File: config.mk
export PLATFORM = sky130hd
export DESIGN_NAME = instr_encoder
export DESIGN_NICKNAME = d
export VERILOG_FILES = /design/src/rtl/instr_pkg.sv /design/src/rtl/instr_field_packer.sv /design/src/rtl/instr_encoder.sv
export SDC_FILE = /design/constraint.sdc
export NUM_CORES = 1
export LEC_CHECK = 0
export CAP_MARGIN = 10
export CORE_MARGIN = 2
export CORE_UTILIZATION = 48
export CTS_BUF_LIST = sky130_fd_sc_hd__clkbuf_8
export DETAILED_ROUTE_END_ITERATION = 8
export GPL_TIMING_DRIVEN = 1
export PLACE_DENSITY = 0.89
export SLEW_MARGIN = 5
export SYNTH_ARGS = -nofsm -noshare
export SYNTH_HDL_FRONTEND = slang
export SYNTH_HIERARCHICAL = 1
export SYNTH_SLANG_ARGS = --single-unit
File: constraint.sdc
create_clock -name clk -period 2.7 [get_ports clk]
set_input_delay 0.27 -clock clk [delete_from_list [all_inputs] [get_ports clk]]
set_output_delay 0.27 -clock clk [all_outputs]
set_load 0.01 [all_outputs]
File: src/rtl/instr_pkg.sv
// Shared instruction-set constants: mnemonic codes, MIPS opcode/funct values
// and the program-load engine state encoding.
package instr_pkg;

   localparam int MNEM_BITS = 6;

   // Codes 33..63 are unassigned and treated as illegal by the encoder.
   typedef enum logic [MNEM_BITS-1:0] {
      MN_ADD   = 6'd0,  MN_ADDU  = 6'd1,  MN_SUB   = 6'd2,  MN_SUBU  = 6'd3,
      MN_AND   = 6'd4,  MN_OR    = 6'd5,  MN_XOR   = 6'd6,  MN_NOR   = 6'd7,
      MN_SLT   = 6'd8,  MN_SLTU  = 6'd9,  MN_SLL   = 6'd10, MN_SRL   = 6'd11,
      MN_SRA   = 6'd12, MN_JR    = 6'd13, MN_BEQ   = 6'd14, MN_BNE   = 6'd15,
      MN_ADDI  = 6'd16, MN_ADDIU = 6'd17, MN_SLTI  = 6'd18, MN_SLTIU = 6'd19,
      MN_ORI   = 6'd20, MN_XORI  = 6'd21, MN_LUI   = 6'd22, MN_LB    = 6'd23,
      MN_LH    = 6'd24, MN_LW    = 6'd25, MN_LBU   = 6'd26, MN_LHU   = 6'd27,
      MN_SB    = 6'd28, MN_SH    = 6'd29, MN_SW    = 6'd30, MN_J     = 6'd31,
      MN_JAL   = 6'd32
   } mnem_t;

   localparam logic [5:0] OP_RTYPE = 6'h00;
   localparam logic [5:0] OP_J     = 6'h02;
   localparam logic [5:0] OP_JAL   = 6'h03;
   localparam logic [5:0] OP_BEQ   = 6'h04;
   localparam logic [5:0] OP_BNE   = 6'h05;
   localparam logic [5:0] OP_ADDI  = 6'h08;
   localparam logic [5:0] OP_ADDIU = 6'h09;
   localparam logic [5:0] OP_SLTI  = 6'h0A;
   localparam logic [5:0] OP_SLTIU = 6'h0B;
   localparam logic [5:0] OP_ORI   = 6'h0D;
   localparam logic [5:0] OP_XORI  = 6'h0E;
   localparam logic [5:0] OP_LUI   = 6'h0F;
   localparam logic [5:0] OP_LB    = 6'h20;
   localparam logic [5:0] OP_LH    = 6'h21;
   localparam logic [5:0] OP_LW    = 6'h23;
   localparam logic [5:0] OP_LBU   = 6'h24;
   localparam logic [5:0] OP_LHU   = 6'h25;
   localparam logic [5:0] OP_SB    = 6'h28;
   localparam logic [5:0] OP_SH    = 6'h29;
   localparam logic [5:0] OP_SW    = 6'h2B;

   localparam logic [5:0] FN_SLL  = 6'h00;
   localparam logic [5:0] FN_SRL  = 6'h02;
   localparam logic [5:0] FN_SRA  = 6'h03;
   localparam logic [5:0] FN_JR   = 6'h08;
   localparam logic [5:0] FN_ADD  = 6'h20;
   localparam logic [5:0] FN_ADDU = 6'h21;
   localparam logic [5:0] FN_SUB  = 6'h22;
   localparam logic [5:0] FN_SUBU = 6'h23;
   localparam logic [5:0] FN_AND  = 6'h24;
   localparam logic [5:0] FN_OR   = 6'h25;
   localparam logic [5:0] FN_XOR  = 6'h26;
   localparam logic [5:0] FN_NOR  = 6'h27;
   localparam logic [5:0] FN_SLT  = 6'h2A;
   localparam logic [5:0] FN_SLTU = 6'h2B;

   typedef enum logic [1:0] {
      FMT_R,
      FMT_I,
      FMT_J
   } fmt_t;

   typedef enum logic [1:0] {
      ST_IDLE,
      ST_ACCEPT,
      ST_WRITE,
      ST_DONE
   } state_t;

endpackage

File: src/rtl/instr_field_packer.sv
// Combinational encoder: mnemonic plus raw fields to a 32-bit MIPS word,
// with field masking and a legal flag for unassigned mnemonic codes.
module instr_field_packer import instr_pkg::*; #(
   parameter int MNEM_W = 6
) (
   input  logic [MNEM_W-1:0] mnem,
   input  logic [4:0]        rs,
   input  logic [4:0]        rt,
   input  logic [4:0]        rd,
   input  logic [4:0]        shamt,
   input  logic [15:0]       imm,
   input  logic [25:0]       target,
   output logic [31:0]       word,
   output logic              legal
);

   fmt_t       fmt;
   logic [5:0] op;
   logic [5:0] funct;
   logic       is_shift;
   logic       is_jr;
   logic       is_lui;

   always_comb begin
      legal    = 1'b1;
      fmt      = FMT_R;
      op       = OP_RTYPE;
      funct    = 6'h00;
      is_shift = 1'b0;
      is_jr    = 1'b0;
      is_lui   = 1'b0;
      case (mnem)
         MN_ADD:   funct = FN_ADD;
         MN_ADDU:  funct = FN_ADDU;
         MN_SUB:   funct = FN_SUB;
         MN_SUBU:  funct = FN_SUBU;
         MN_AND:   funct = FN_AND;
         MN_OR:    funct = FN_OR;
         MN_XOR:   funct = FN_XOR;
         MN_NOR:   funct = FN_NOR;
         MN_SLT:   funct = FN_SLT;
         MN_SLTU:  funct = FN_SLTU;
         MN_SLL:   begin funct = FN_SLL; is_shift = 1'b1; end
         MN_SRL:   begin funct = FN_SRL; is_shift = 1'b1; end
         MN_SRA:   begin funct = FN_SRA; is_shift = 1'b1; end
         MN_JR:    begin funct = FN_JR;  is_jr    = 1'b1; end
         MN_BEQ:   begin fmt = FMT_I; op = OP_BEQ;   end
         MN_BNE:   begin fmt = FMT_I; op = OP_BNE;   end
         MN_ADDI:  begin fmt = FMT_I; op = OP_ADDI;  end
         MN_ADDIU: begin fmt = FMT_I; op = OP_ADDIU; end
         MN_SLTI:  begin fmt = FMT_I; op = OP_SLTI;  end
         MN_SLTIU: begin fmt = FMT_I; op = OP_SLTIU; end
         MN_ORI:   begin fmt = FMT_I; op = OP_ORI;   end
         MN_XORI:  begin fmt = FMT_I; op = OP_XORI;  end
         MN_LUI:   begin fmt = FMT_I; op = OP_LUI; is_lui = 1'b1; end
         MN_LB:    begin fmt = FMT_I; op = OP_LB;    end
         MN_LH:    begin fmt = FMT_I; op = OP_LH;    end
         MN_LW:    begin fmt = FMT_I; op = OP_LW;    end
         MN_LBU:   begin fmt = FMT_I; op = OP_LBU;   end
         MN_LHU:   begin fmt = FMT_I; op = OP_LHU;   end
         MN_SB:    begin fmt = FMT_I; op = OP_SB;    end
         MN_SH:    begin fmt = FMT_I; op = OP_SH;    end
         MN_SW:    begin fmt = FMT_I; op = OP_SW;    end
         MN_J:     begin fmt = FMT_J; op = OP_J;     end
         MN_JAL:   begin fmt = FMT_J; op = OP_JAL;   end
         default:  legal = 1'b0;
      endcase
   end

   // Unused fields are zeroed so the memory image is canonical.
   always_comb begin
      word = 32'h0;
      if (legal) begin
         case (fmt)
            FMT_R: word = {OP_RTYPE,
                           is_shift ? 5'd0 : rs,
                           is_jr    ? 5'd0 : rt,
                           is_jr    ? 5'd0 : rd,
                           is_shift ? shamt : 5'd0,
                           funct};
            FMT_I: word = {op, is_lui ? 5'd0 : rs, rt, imm};
            FMT_J: word = {op, target};
            default: word = 32'h0;
         endcase
      end
   end

endmodule

File: src/rtl/instr_encoder.sv
// Program-load engine: accepts symbolic instruction requests, encodes them and
// writes each word to instruction memory at an auto-incrementing address.
module instr_encoder import instr_pkg::*; #(
   parameter int ADDR_W = 12,
   parameter int MNEM_W = 6
) (
   input  logic              clk,
   input  logic              rst,
   input  logic              start,
   input  logic [ADDR_W-1:0] base_addr,
   input  logic              in_valid,
   output logic              in_ready,
   input  logic [MNEM_W-1:0] in_mnem,
   input  logic [4:0]        in_rs,
   input  logic [4:0]        in_rt,
   input  logic [4:0]        in_rd,
   input  logic [4:0]        in_shamt,
   input  logic [15:0]       in_imm,
   input  logic [25:0]       in_target,
   input  logic              in_last,
   output logic              im_we,
   output logic [ADDR_W-1:0] im_addr,
   output logic [31:0]       im_wdata,
   input  logic              im_ack,
   output logic              busy,
   output logic              done,
   output logic              err,
   output logic [ADDR_W-1:0] count,
   output state_t            dbg_state
);

   // Handshakes: a request transfers on a rising edge where in_valid and
   // in_ready are both high; a memory write completes on a rising edge where
   // im_we and im_ack are both high, and im_addr/im_wdata hold until then.

   state_t      state;
   state_t      state_next;
   logic [31:0] pk_word;
   logic        pk_legal;
   logic        last_q;
   logic        start_ok;

   instr_field_packer #(.MNEM_W(MNEM_W)) u_packer (
      .mnem   (in_mnem),
      .rs     (in_rs),
      .rt     (in_rt),
      .rd     (in_rd),
      .shamt  (in_shamt),
      .imm    (in_imm),
      .target (in_target),
      .word   (pk_word),
      .legal  (pk_legal)
   );

   always_ff @(posedge clk or posedge rst) begin
      if (rst) state <= ST_IDLE;
      else     state <= state_next;
   end

   always_comb begin
      state_next = state;
      case (state)
         ST_IDLE:   if (start) state_next = ST_ACCEPT;
         ST_ACCEPT: begin
            if (in_valid) begin
               if (pk_legal)     state_next = ST_WRITE;
               else if (in_last) state_next = ST_DONE;
            end
         end
         ST_WRITE:  if (im_ack) state_next = last_q ? ST_DONE : ST_ACCEPT;
         ST_DONE:   state_next = start ? ST_ACCEPT : ST_IDLE;
         default:   state_next = ST_IDLE;
      endcase
   end

   assign start_ok  = start && (state == ST_IDLE || state == ST_DONE);
   assign in_ready  = (state == ST_ACCEPT);
   assign im_we     = (state == ST_WRITE);
   assign busy      = (state == ST_ACCEPT) || (state == ST_WRITE);
   assign done      = (state == ST_DONE);
   assign dbg_state = state;

   // Address and count wrap naturally at ADDR_W bits.
   always_ff @(posedge clk or posedge rst) begin
      if (rst) begin
         im_addr  <= '0;
         im_wdata <= 32'h0;
         count    <= '0;
         err      <= 1'b0;
         last_q   <= 1'b0;
      end else begin
         if (start_ok) begin
            im_addr <= {base_addr[ADDR_W-1:2], 2'b00};
            count   <= '0;
            err     <= 1'b0;
         end
         if (state == ST_ACCEPT && in_valid) begin
            if (pk_legal) begin
               im_wdata <= pk_word;
               last_q   <= in_last;
            end else begin
               err <= 1'b1;
            end
         end
         if (state == ST_WRITE && im_ack) begin
            im_addr <= im_addr + ADDR_W'(4);
            count   <= count + ADDR_W'(1);
         end
      end
   end

endmodule

==> results of run 1 <==
kinds of logic (layout without fill, tap and decap cells):
| family | count (synthesis) | in the layout | synth area share (%) |
|---|---|---|---|
| AND/OR/NAND/NOR | 113 | 113 | 17.1 |
| buffers and inverters | 36 | 190 | 5.79 |
| flip-flops | 58 | 58 | 41.0 |
| multiplexers | 35 | 35 | 11.2 |
| XOR/XNOR | 4 | 4 | 0.989 |
| other | 2 | 3 | 0.212 |
| adder cells (fa/ha/maj) | 7 | 7 | 2.47 |
| AO/OA/AOI/OAI | 112 | 112 | 21.3 |
worst min-delay path, delay by kind of cell:
family / cells / cell delay [ns]
buffers and inverters: 3 / 0.76
per-layer routing:
layer  vias to the layer above  share of wire, %  global-route usage [%]
met1                      1703                38                    31.2
met3                        45               9.3                    9.05
met2                       206                48                    45.6
met5                         -                 0                       0
met4                         0               4.5                    16.3
li1                       1656                 -                       -
placed cells by master, fill, tap and decap left out, drive strengths merged, types with 10 or more instances in the layout:
cell / synthesis / routed
dfrtp: 58 / 58
clkdlybuf4s50: 0 / 144
nand3: 13 / 13
a21oi: 29 / 29
a222oi: 11 / 11
clkbuf: 5 / 10
nand2: 42 / 42
mux2: 33 / 33
inv: 11 / 14
nor2: 21 / 21
buf: 20 / 19
o21ai: 34 / 34
sequential cells by signal, indices dropped and copies added, names as in the netlist:
name       count
count         12
im_wdata      32
err            1
dbg_state      2
im_addr       10
last_q         1
power by group:
part	total, mW	switching [mW]	internal, mW
sequential	1.48	0.271	1.21
clock	0.694	0.351	0.343
combinational	2.11	0.906	1.20
cells in the mapped netlist, types with 2 or more instances:
| master | number |
|---|---|
| a21oi_1 | 29 |
| a221o_1 | 2 |
| a222oi_1 | 11 |
| a22o_1 | 2 |
| a22oi_1 | 4 |
| a31oi_1 | 3 |
| a41oi_1 | 2 |
| and2_1 | 2 |
| and3_1 | 3 |
| and4_1 | 2 |
| buf_2 | 8 |
| buf_4 | 8 |
| buf_6 | 4 |
| clkbuf_1 | 5 |
| conb_1 | 2 |
| dfrtp_1 | 58 |
| ha_1 | 7 |
| inv_1 | 11 |
| mux2_2 | 33 |
| nand2_1 | 41 |
| nand2b_1 | 6 |
| nand3_1 | 13 |
| nand3b_1 | 2 |
| nand4_1 | 4 |
| nor2_1 | 19 |
| nor2b_1 | 5 |
| nor3_2 | 2 |
| nor3b_1 | 2 |
| o211ai_1 | 2 |
| o21ai_0 | 34 |
| o21bai_1 | 2 |
| o221a_2 | 4 |
| o31ai_1 | 6 |
| xor2_1 | 4 |
layout make-up:
cell class / instances / area (um^2) / share of cell area, %
clock buffers: 10 / 138 / 2.61
multi-input cells: 274 / 1890 / 35.8
repair buffers: 163 / 1610 / 30.5
clock inverters: 6 / 26.3 / 0.498
inverters: 11 / 41.3 / 0.782
well taps: 99 / 124 / 2.35
flip-flops and latches: 58 / 1450 / 27.5
stage by stage:
stage	cells	cell area, um^2
after global placement	605	5110
final	621	5280
after detailed placement	605	5110
after CTS	621	5280
after floorplan	368	3550
after global routing	621	5280
worst max path at each step:
stage | endpoint | slack (ns) | cells after the start | startpoint
after detailed placement | im_wdata[10] | 0.18 | 8 | in_mnem[2]
after CTS | im_wdata[10] | 0.53 | 8 | in_mnem[2]
after floorplan | im_wdata[0] | 0.71 | 8 | in_mnem[1]
final | im_wdata[10] | 0.47 | 8 | in_mnem[2]
after global placement | im_wdata[10] | 0.22 | 8 | in_mnem[2]
after global routing | im_wdata[22] | 0.34 | 8 | in_mnem[2]
==> results_dict.tcl, run 1 <==
set metrics [dict create \
    status "complete, no violations" \
    diodes 0 \
    synth_top_area_share_pct 41.0 \
    synthTopCellsByArea "dfrtp_1 41%, mux2_2 10%, o21ai_0 4.8%" \
    gp_congestion 0.890 \
    dp_worst_setup_slack_ns 0.176 \
    avgViaCountPerCell 5.81 \
    critPathArrivalTime_ns 2.46 \
    final.min_clock_period_ns 2.23 \
    wirelength_um 11100 \
    avgRoutedWirePerCell_um 17.9 \
    synthToLayoutAreaGrowth_pct 49.0 \
    syn_avg_cell_area_um2 9.65 \
    reg2reg_to "count[9]" \
    netlist_instances 367 \
    clkLatencyLatePin_ns 0.35 \
    async_flop_share_pct 100 \
    p_total_mw 4.28 \
    ys_types 59 \
    synth_top_cell_by_area "dfrtp_1" \
    path_class "input pin to flop" \
    cp_common_cell "buf_4" \
    critical_path_buf_inv_count 4 \
    initial_core_util_pct 49.1 \
    holdWs_ns 0.298 \
    core-area_um2 7210 \
    final_hold_viol_count 0 \
    fmax_mhz 448 \
    die_area_um2 8080 \
    rr_startpoint "dbg_state[0]" \
    p_per_area_nw_per_um2 811 \
    reg2reg_depth 6 \
    final_nets 610 \
    holdBufCountCts 0 \
    synth_seq_area_share_pct 41.0 \
    cts.clk_slew.worst_paths_ns 0.07 \
    port_buffers 144 \
    root_buffer "clkbuf_8" \
    grt_pass1_vias 3665 \
    ir_drop_mv 0.492 \
    finalSetupTns_ns 0 \
    cts_setup_buffers 0 \
    post_cts_resized 0 \
    cts_tree "built" \
    drtIter0Drc 229 \
    io_pins 149 \
    finish.utilization_pct 73.2 \
    max_cap_viol_count 0 \
    hpwl_um 8230 \
    antenna_found_initial 0 \
    fill_cells 515 \
    grt_overflow 0 \
    grt_first_pass_wirelength_um 17800 \
    crit_family "buffers and inverters" \
    reg2reg_setup_slack_ns 0.73 \
    syn_area_um2 3540 \
    startpoint_type "input pin" \
    cts.sinks 58 \
    synth_seq_cells 58 \
    hold_class "input pin to async pin" \
    crit_required_ns 2.93 \
    cp_max_fo 11 \
    yosys_warnings 6 \
    htreeDepth 3 \
    fin_ws_ns 0.470 \
    grt_max_degree 59 \
    cts.path.max_buffers 2 \
    setup_viol 0 \
    rsz0062_at_grt "false" \
    dr.pass1.iters 5 \
    drive_gt1_share_pct 15.7 \
    crit_slowest_cell "clkdlybuf4s50_1" \
    p_leak_nw 2.27 \
    fin_crit_sh_pct 82.6 \
    vias 3610 \
    skew_ns 0.00910 \
    crit_chain "clkdlybuf4s50_1 > buf_4 > nor2b_1 > o211a_1 > a222oi_1 > buf_4 > inv_1 > mux2_2" \
    slowest_delay_ns 0.65 \
    die_height_um 89.9 \
    drcViolationCount 0 \
    slew_viol_final 0 \
    synth-edff-count 0 \
    crit_path_end_kind "flop" \
    num_rows 31 \
    grtUsageTotal_pct 27.6 \
    numCtsBuffers 9 \
    ant_nets 0 \
    die-width_um 89.9 \
    ys.flop_type "dfrtp_1" \
]
(Power assumes the default switching activity.)
==> run 2: changes to the inputs <==
Settings changed: CORE_UTILIZATION 48 to 44, PLACE_DENSITY 0.89 to 0.82.
Clock period 2.7 ns to 2.1 ns, I/O delays scaled along.
==> run 2 against run 1 <==
  * Die area rose by 8.7%
  * Sequential share of layout area fell by 1.1 points
  * Sequential cell count did not move
  * Final cell count rose by 3.7%
  * Critical path type unchanged
  * Largest power group unchanged
  * Highest routed layer unchanged
==> results_dict.tcl, run 2 (synthesis results as in run 1) <==
set metrics [dict create \
    final_common_cell "clkdlybuf4s50_1" \
    numCtsBuffers 9 \
    port_buffers 144 \
    crit_family "buffers and inverters" \
    fin_ws_ns 0.0429 \
    final_hold_viol_count 0 \
    fin_area_um2 5510 \
    antenna_found_initial 0 \
    hpwl_um 8640 \
    cts_tree "built" \
    largest_reg_flops 32 \
    critical_path_buf_inv_count 3 \
    fill_cells 588 \
    cp_max_fo 6 \
    ir_drop_mv 0.711 \
    rsz0062_at_grt "false" \
    dr.pass1.iters 5 \
    die_area_um2 8780 \
    wirelength_um 11500 \
    io_pins 149 \
    crit_required_ns 2.32 \
    grt_max_degree 59 \
    status "complete, no violations" \
    max_cap_viol_count 0 \
    layout.cells.non_filler 644 \
    core-area_um2 7770 \
    post_cts_resized 0 \
    grt_overflow 0 \
    dp_worst_setup_slack_ns -0.337 \
    drcViolationCount 0 \
    largest-register "im_wdata" \
    grt_pass1_vias 3720 \
    htreeDepth 3 \
    initial_core_util_pct 45.6 \
    die_height_um 93.7 \
    gp_congestion 0.856 \
    vias 3671 \
    crit_chain "clkdlybuf4s50_1 > nor2_2 > and3_4 > or2_1 > a222oi_1 > buf_4 > inv_1 > mux2_2" \
    holdWs_ns 0.245 \
    post-place-cells 628 \
    num_rows 32 \
    cts.sinks 58 \
    p_per_area_nw_per_um2 1040 \
    avgViaCountPerCell 5.70 \
    slew_viol_final 0 \
    cts.clk_slew.worst_paths_ns 0.07 \
    die-width_um 93.7 \
    cts.path.max_buffers 2 \
    critPathArrivalTime_ns 2.28 \
    final.min_clock_period_ns 2.06 \
    reg2reg_setup_slack_ns 0.17 \
    slowest_delay_ns 0.57 \
    path_class "input pin to flop" \
    reg_top3 "im_wdata (32), count (12), im_addr (10)" \
    fin_crit_sh_pct 98.0 \
    ant_nets 0 \
    drtIter0Drc 243 \
    reg2reg_depth 5 \
    final_cell_mix "141 x clkdlybuf4s50_1, 58 x dfrtp_1, 41 x nand2_1" \
    crit_path_end_kind "flop" \
    skew_ns 0.0112 \
    grtUsageTotal_pct 26.3 \
    cts_setup_buffers 0 \
    drive_gt1_share_pct 19.2 \
    diodes 0 \
    fmax_mhz 486 \
    finish.utilization_pct 70.9 \
    synthToLayoutAreaGrowth_pct 55.5 \
    avgRoutedWirePerCell_um 17.8 \
    p_total_mw 5.75 \
    root_buffer "clkbuf_8" \
    holdBufCountCts 0 \
    crit_slowest_cell "clkdlybuf4s50_1" \
    final_nets 630 \
    clkLatencyLatePin_ns 0.34 \
    p_leak_nw 2.41 \
    placed_area_um2 5290 \
    hold_class "input pin to async pin" \
    finalSetupTns_ns 0 \
    startpoint_type "input pin" \
    grt_first_pass_wirelength_um 18400 \
    setup_viol 0 \
    crit_cells 8 \
]
## run 2: path summary, 6_finish.rpt
path	end	from
worst max-delay path	im_wdata[10]	in_mnem[1]
worst min-delay path	im_addr[10]	rst
worst max register to register	im_addr[6]	dbg_state[0]
worst min register to register	count[11]	count[11]
max in group asynchronous	count[5]	rst
min in group clk	im_addr[9]	base_addr[9]
## run 2: metal layers
layer	share of wire, %	GRT usage (%)	wire [um]
met2	50	45.4	5710
met3	9.4	7.30	1080
met4	1.5	7.00	167
met5	0	0	0
met1	39	32.4	4510
## run 2: area by class of cell
cell class	instances	area [um^2]	area share (%)
Tap cell	102	128	2.32
Sequential cell	58	1450	26.4
Timing Repair Buffer	183	1790	32.5
Inverter	11	41.3	0.750
Clock inverter	5	53.8	0.977
Multi-Input combinational cell	274	1890	34.3
Clock buffer	11	151	2.75
## run 2: worst min-delay path, cell delays in order
cell,delay (ns)
clkdlybuf4s50_1,0.41
inv_2,0.07
buf_12,0.29
## run 2: report_power, final
group | internal [mW] | total (mW) | switching, mW
Combinational | 1.58 | 2.75 | 1.16
Sequential | 1.56 | 1.92 | 0.361
Clock | 0.607 | 1.08 | 0.475
==> RTL edit 1: new RTL, config.mk and constraints of run 2 <==
Change the parameter `ADDR_W` from 12 to 13.
--- a/src/rtl/instr_encoder.sv
+++ b/src/rtl/instr_encoder.sv
@@ -1,7 +1,7 @@
 // Program-load engine: accepts symbolic instruction requests, encodes them and
 // writes each word to instruction memory at an auto-incrementing address.
 module instr_encoder import instr_pkg::*; #(
-   parameter int ADDR_W = 12,
+   parameter int ADDR_W = 13,
    parameter int MNEM_W = 6
 ) (
    input  logic              clk,
Ports: changed (resized base_addr, count and im_addr); port bits go from 149 to 152. No check against the original RTL was run, so the function may have changed too.
==> RTL edit 1 against run 2 <==
Critical path depth stayed put. Worst hold slack better by 27 ps. First-iteration DRC count is 26% lower. Power is 2.1% higher. Worst setup slack better by 65 ps. Final area is 1.1% higher. Area after synthesis is 0.78% higher. Wire length is 8.8% lower. Sequential cell count is 2 higher.
==> RTL edit 1: results (changes against run 2) <==
{| class="wikitable"
! Metric !! Value
|-
| Top routing layer in use || met4
|-
| HPWL after detailed placement || 7.99 mm (-7.6%)
|-
| Proportion of synthesized flip-flops having asynchronous set or reset || 100% (unchanged)
|-
| Met1 layer wirelength in the final routing || 4.42 mm (-2.1%)
|-
| Top flop regs || im_wdata x32, count x13, im_addr x11
|-
| Weighted congestion reported at the end of routability-driven placement || 0.895 (+4.5%)
|-
| Area post-placement || 5330 sq um (+0.76%)
|-
| Routed length on met3 || 553 um (-49%)
|-
| Drt first-iter violations || 181 (-26%)
|-
| Top cells by area, synth || dfrtp_1 42%, mux2_2 10%, nand2_1 5.0%
|-
| Worst Clk Skew || 12.4 ps (+1.23 ps)
|-
| Clock latency on the worst-skew pair || 330 ps
|-
| Worst Path Max Fanout || 6 (unchanged)
|-
| Clock Tree Root || clkbuf_8
|-
| Fraction of final layout cells sized beyond drive strength 1 || 17.9% (-1.3 points)
|-
| Count of unique library cells instantiated by Yosys || 59 (unchanged)
|-
| Length of routed met2 wiring || 5.28 mm (-7.5%)
|-
| Antenna Cells || 0 (unchanged)
|-
| Total number of H-tree levels || 3 (unchanged)
|-
| Initial antenna violation count || 0 (unchanged)
|-
| Worst slack, placed || -206 ps (+131 ps)
|-
| Vias in the first global route || 3551 (-4.5%)
|-
| Number of buffer cells added on primary ports || 147 (+2.1%)
|-
| Prevailing post-synth register cell || dfrtp_1
|-
| DRT Pass-1 Iters || 7 (+2)
|-
| Pin count of the biggest net entering global routing || 61 (+3.4%)
|-
| First-pass GRT wire length || 16.9 mm (-8.0%)
|-
| CTS buffer count || 9 (unchanged)
|-
| Number of nets at the end of the flow || 637 (+1.1%)
|-
| Deepest clock path buffer count || 2 (unchanged)
|-
| Top cell types by occurrence after synthesis || 60 x dfrtp_1, 48 x nand2_1, 33 x mux2_2, 26 x o21ai_0, 22 x nor2_1
|-
| Total Routing Usage GR || 24.4% (-2.0 points)
|-
| Synth Warn # || 6 (unchanged)
|-
| Clock edge transition at the registers on the reported setup and hold paths || 70 ps (about the same)
|-
| Kind of path behind the tightest hold check || in2async
|-
| Vias post-DR || 3522 (-4.1%)
|-
| Worst vdd ir || 0.000787 V (+11%)
|-
| Result of the run || finished, final reports clean
|-
| Portion of the post-synthesis area used by sequential elements || 42.1% (+1.1 points)
|-
| Static leakage || 2.45 nW (+1.6%)
|-
| Post-Route WL || 10.5 mm (-8.8%)
|}
RTL edit 1: worst max-delay path: stages:
cell and delay (ps):
clkdlybuf4s50_1 550, buf_4 160, nor3b_1 260, o211a_1 360, nor4_4 110, o21ai_0 200, a21oi_1 100, mux2_2 260
RTL edit 1: kinds of logic after synthesis:
kind of cell	Yosys count	synth area share [%]
adder cells (fa/ha/maj)	7	2.45
AND/OR/NAND/NOR	129	18.7
multiplexers	38	11.9
XOR/XNOR	5	1.23
buffers and inverters	38	5.68
flip-flops	60	42.1
other	2	0.210
AO/OA/AOI/OAI	93	17.7
RTL edit 1: cell type report:
| class | instances | area [sq um] |
|---|---|---|
| inverter | 13 | 48.8 |
| sequential | 60 | 1500 |
| fill | 602 | 2240 |
| clock buffer | 10 | 138 |
| timing repair buffer | 184 | 1790 |
| multi-input combinational | 275 | 1870 |
| clock inverter | 6 | 87.6 |
| tap | 102 | 128 |
RTL edit 1: routing by layer:
metal	vias to the layer above	GRT usage, %
li1	1695	-
met1	1689	30.2
met2	120	41.9
met3	18	4.65
met4	0	9.42
met5	-	0
RTL edit 1: final timing paths:
path / startpoint / end / slack [ps] / cells after the start
min reg2reg: count[12] / count[12] / 470 / 1
max in group asynchronous: rst / im_wdata[9] / 1560 / 3
min in group clk: base_addr[10] / im_addr[10] / 450 / 3
min: rst / im_wdata[2] / 270 / 3
max: in_mnem[2] / im_wdata[25] / 110 / 8
max reg2reg: dbg_state[0] / count[9] / 160 / 6
RTL edit 1: what timing repair did:
action                                  in CTS  in global routing
hold endpoints to repair                     0                  0
resized for setup                            0                  2
buffers inserted                             0                  0
endpoints found under the setup margin       0                  3
RTL edit 1: metrics by stage:
| stage | total power, W | cells |
|---|---|---|
| after floorplan | 0.00315 | 373 |
| after global placement | 0.00461 | 634 |
| after detailed placement | 0.00471 | 634 |
| after CTS | 0.00591 | 650 |
| after global routing | 0.00624 | 650 |
| final | 0.00586 | 650 |
RTL edit 1: where the power goes:
part	switching, W	internal [W]	leakage [nW]
combinational	0.00117	0.00159	1.56
sequential	0.000322	0.00160	0.776
clock	0.000469	0.000701	0.116
total	0.00197	0.00390	2.45
==> RTL edit 2: new RTL, settings of run 2 <==
Made on the original files. Add an input register stage for `in_target`, with the module's reset; this delays it by one clock. The other inputs are not delayed to match.
--- a/src/rtl/instr_encoder.sv
+++ b/src/rtl/instr_encoder.sv
@@ -29,6 +29,16 @@
    output state_t            dbg_state
 );
 
+   logic [25:0] in_target_q;
+
+   always_ff @(posedge clk or posedge rst) begin
+      if (rst) begin
+         in_target_q <= '0;
+      end else begin
+         in_target_q <= in_target;
+      end
+   end
+
    // Handshakes: a request transfers on a rising edge where in_valid and
    // in_ready are both high; a memory write completes on a rising edge where
    // im_we and im_ack are both high, and im_addr/im_wdata hold until then.
@@ -47,7 +57,7 @@
       .rd     (in_rd),
       .shamt  (in_shamt),
       .imm    (in_imm),
-      .target (in_target),
+      .target (in_target_q),
       .word   (pk_word),
       .legal  (pk_legal)
    );
Formal check against the unedited RTL: not equivalent (Yosys sat finds a counterexample within 4 cycles, from zero or initial values and one cycle with rst high).
==> RTL edit 2 against run 2 <==
Highest routed layer unchanged. Final area increased by 11%. Register-to-register slack improved by 100 ps. Via count decreased by 0.41%. Cell count increased by 7.1%. Worst setup slack improved by 76 ps. Critical path depth decreased by 5. Sequential cell count increased by 26. Power increased by 9.2%. Global-route usage decreased by 4.7 points. Area after synthesis increased by 19%. Worst hold slack improved by 38 ps. Wire length decreased by 2.9%.
==> RTL edit 2: results (changes against run 2) <==
{| class="wikitable"
! Metric !! Value
|-
| Portion of the post-synthesis area used by sequential elements || 50.0% (+9.0 points)
|-
| Clock edge transition at the registers on the reported setup and hold paths || 100 ps (+30 ps)
|-
| Result of the run || finished, final reports clean
|-
| Mean Syn Cell Area || 10.7 sq um (+11%)
|-
| Pin count of the biggest net entering global routing || 85 (+44%)
|-
| Filler Cell Count || 737 (+25%)
|-
| Weighted congestion reported at the end of routability-driven placement || 0.854 (-0.20%)
|-
| Count of unique library cells instantiated by Yosys || 61 (+3.4%)
|-
| WHS Path Cells || 1
|-
| Kind of path behind the tightest hold check || in2reg
|-
| Switching power || 0.00212 W (+5.9%)
|-
| Data arrival time of the critical path || 1770 ps (-510 ps)
|-
| HPWL after detailed placement || 8.04 mm (-7.0%)
|-
| Average wire per standard cell || 16.2 um (-9.3%)
|-
| Top cell types by occurrence after synthesis || 84 x dfrtp_1, 41 x nand2_1, 33 x mux2_2, 30 x o21ai_0, 25 x a21oi_1
|-
| Finished layout cell area || 6120 sq um (+11%)
|-
| Worst vdd ir || 0.000787 V (+11%)
|-
| Number of nets at the end of the flow || 649 (+3.0%)
|-
| Capturing point of the worst reg2reg path || im_addr[6]
|-
| Top flop regs || im_wdata x32, in_target_q x26, count x12
|-
| Vias post-DR || 3656 (-0.41%)
|-
| Top cells by area, synth || dfrtp_1 50%, mux2_2 8.8%, nand2_1 3.7%
|-
| Drt first-iter violations || 181 (-26%)
|-
| Worst Clk Skew || 15.4 ps (+4.21 ps)
|-
| Synth Warn # || 6 (unchanged)
|-
| Worst slack, placed || -183 ps (+154 ps)
|-
| Static leakage || 2.66 nW (+10%)
|-
| Fraction of final layout cells sized beyond drive strength 1 || 18.0% (-1.2 points)
|-
| Worst-case register-to-register setup slack || 270 ps (+100 ps)
|-
| Cell count after placement || 674 (+7.3%)
|-
| Vias in the first global route || 3762 (+1.1%)
|-
| Area post-placement || 5920 sq um (+12%)
|-
| DRT Pass-1 Iters || 4 (-1)
|}
RTL edit 2: changes by cell type in the layout (fill, tap and decap cells not counted), moves of 3 or more:
| cell | change |
|---|---|
| nor2_1 | +3 |
| clkdlybuf4s50_1 | +3 |
| o21ai_0 | -4 |
| dlymetal6s2s_1 | -3 |
| a21oi_1 | -4 |
| o221a_2 | -4 |
| o31ai_1 | -3 |
| a211oi_1 | +4 |
| buf_4 | -7 |
| dfrtp_1 | +26 |
RTL edit 2: what timing repair did:
action / CTS / global route
setup endpoints to repair: 0 / 1
resized for setup: 0 / 1
hold buffers: 0 / 0
RTL edit 2: worst max path at each step:
| stage | start | endpoint | slack [ps] | depth (start not counted) |
|---|---|---|---|---|
| 2_1_floorplan | in_mnem[1] | im_wdata[0] | 280 | 8 |
| 3_3_place_gp | in_mnem[3] | im_wdata[12] | -120 | 7 |
| 3_5_place_dp | in_mnem[5] | im_wdata[7] | -180 | 8 |
| 4_1_cts | dbg_state[0] | im_we | 40 | 3 |
| 5_1_grt | dbg_state[1] | in_ready | 10 | 3 |
| 6_report | dbg_state[1] | in_ready | 120 | 3 |
RTL edit 2: cell type report:
class / count / share of cell area [%]
Multi-Input combinational cell: 272 / 30.7
Clock buffer: 9 / 2.02
Timing Repair Buffer: 176 / 28.3
Sequential cell: 84 / 34.3
Inverter: 13 / 0.858
Clock inverter: 7 / 1.21
Tap cell: 129 / 2.64
RTL edit 2: cells by family after synthesis:
logic type | count (synthesis) | share of synthesized area, %
buffers and inverters | 37 | 5.42
flip-flops | 84 | 50.0
multiplexers | 36 | 9.65
other | 2 | 0.179
XOR/XNOR | 4 | 0.833
AO/OA/AOI/OAI | 101 | 15.8
adder cells (fa/ha/maj) | 7 | 2.08
AND/OR/NAND/NOR | 121 | 16.0
RTL edit 2: per-stage QoR:
step,hold slack [ps],TNS (ps),power (W)
2_1_floorplan,241,0,0.00371
3_3_place_gp,470,-1840,0.00504
3_5_place_dp,478,-3190,0.00514
4_1_cts,265,0,0.00633
5_1_grt,262,0,0.00666
6_report,283,0,0.00628
RTL edit 2: metal layers:
layer  global-route usage [%]  part of all wire [%]  vias up
li1                         -                     -     1735
met1                     26.2                    41     1768
met2                     38.0                    50      136
met3                     4.69                   7.0       17
met4                     7.90                   1.5        0
met5                        0                     0        -
RTL edit 2: power groups by stage:
stage | clock [W] | sequential [W] | combinational [W]
floorplan | 0 | 0.00260 | 0.00111
global placement | 0 | 0.00243 | 0.00261
detailed placement | 0 | 0.00245 | 0.00269
CTS | 0.00121 | 0.00243 | 0.00270
global route | 0.00127 | 0.00250 | 0.00290
finish | 0.00117 | 0.00243 | 0.00267
RTL edit 2: critical path, cell delays in order (launching register included):
cell and delay [ps]:
dfrtp_1 420, inv_1 150, ha_1 290, clkdlybuf4s50_1 570
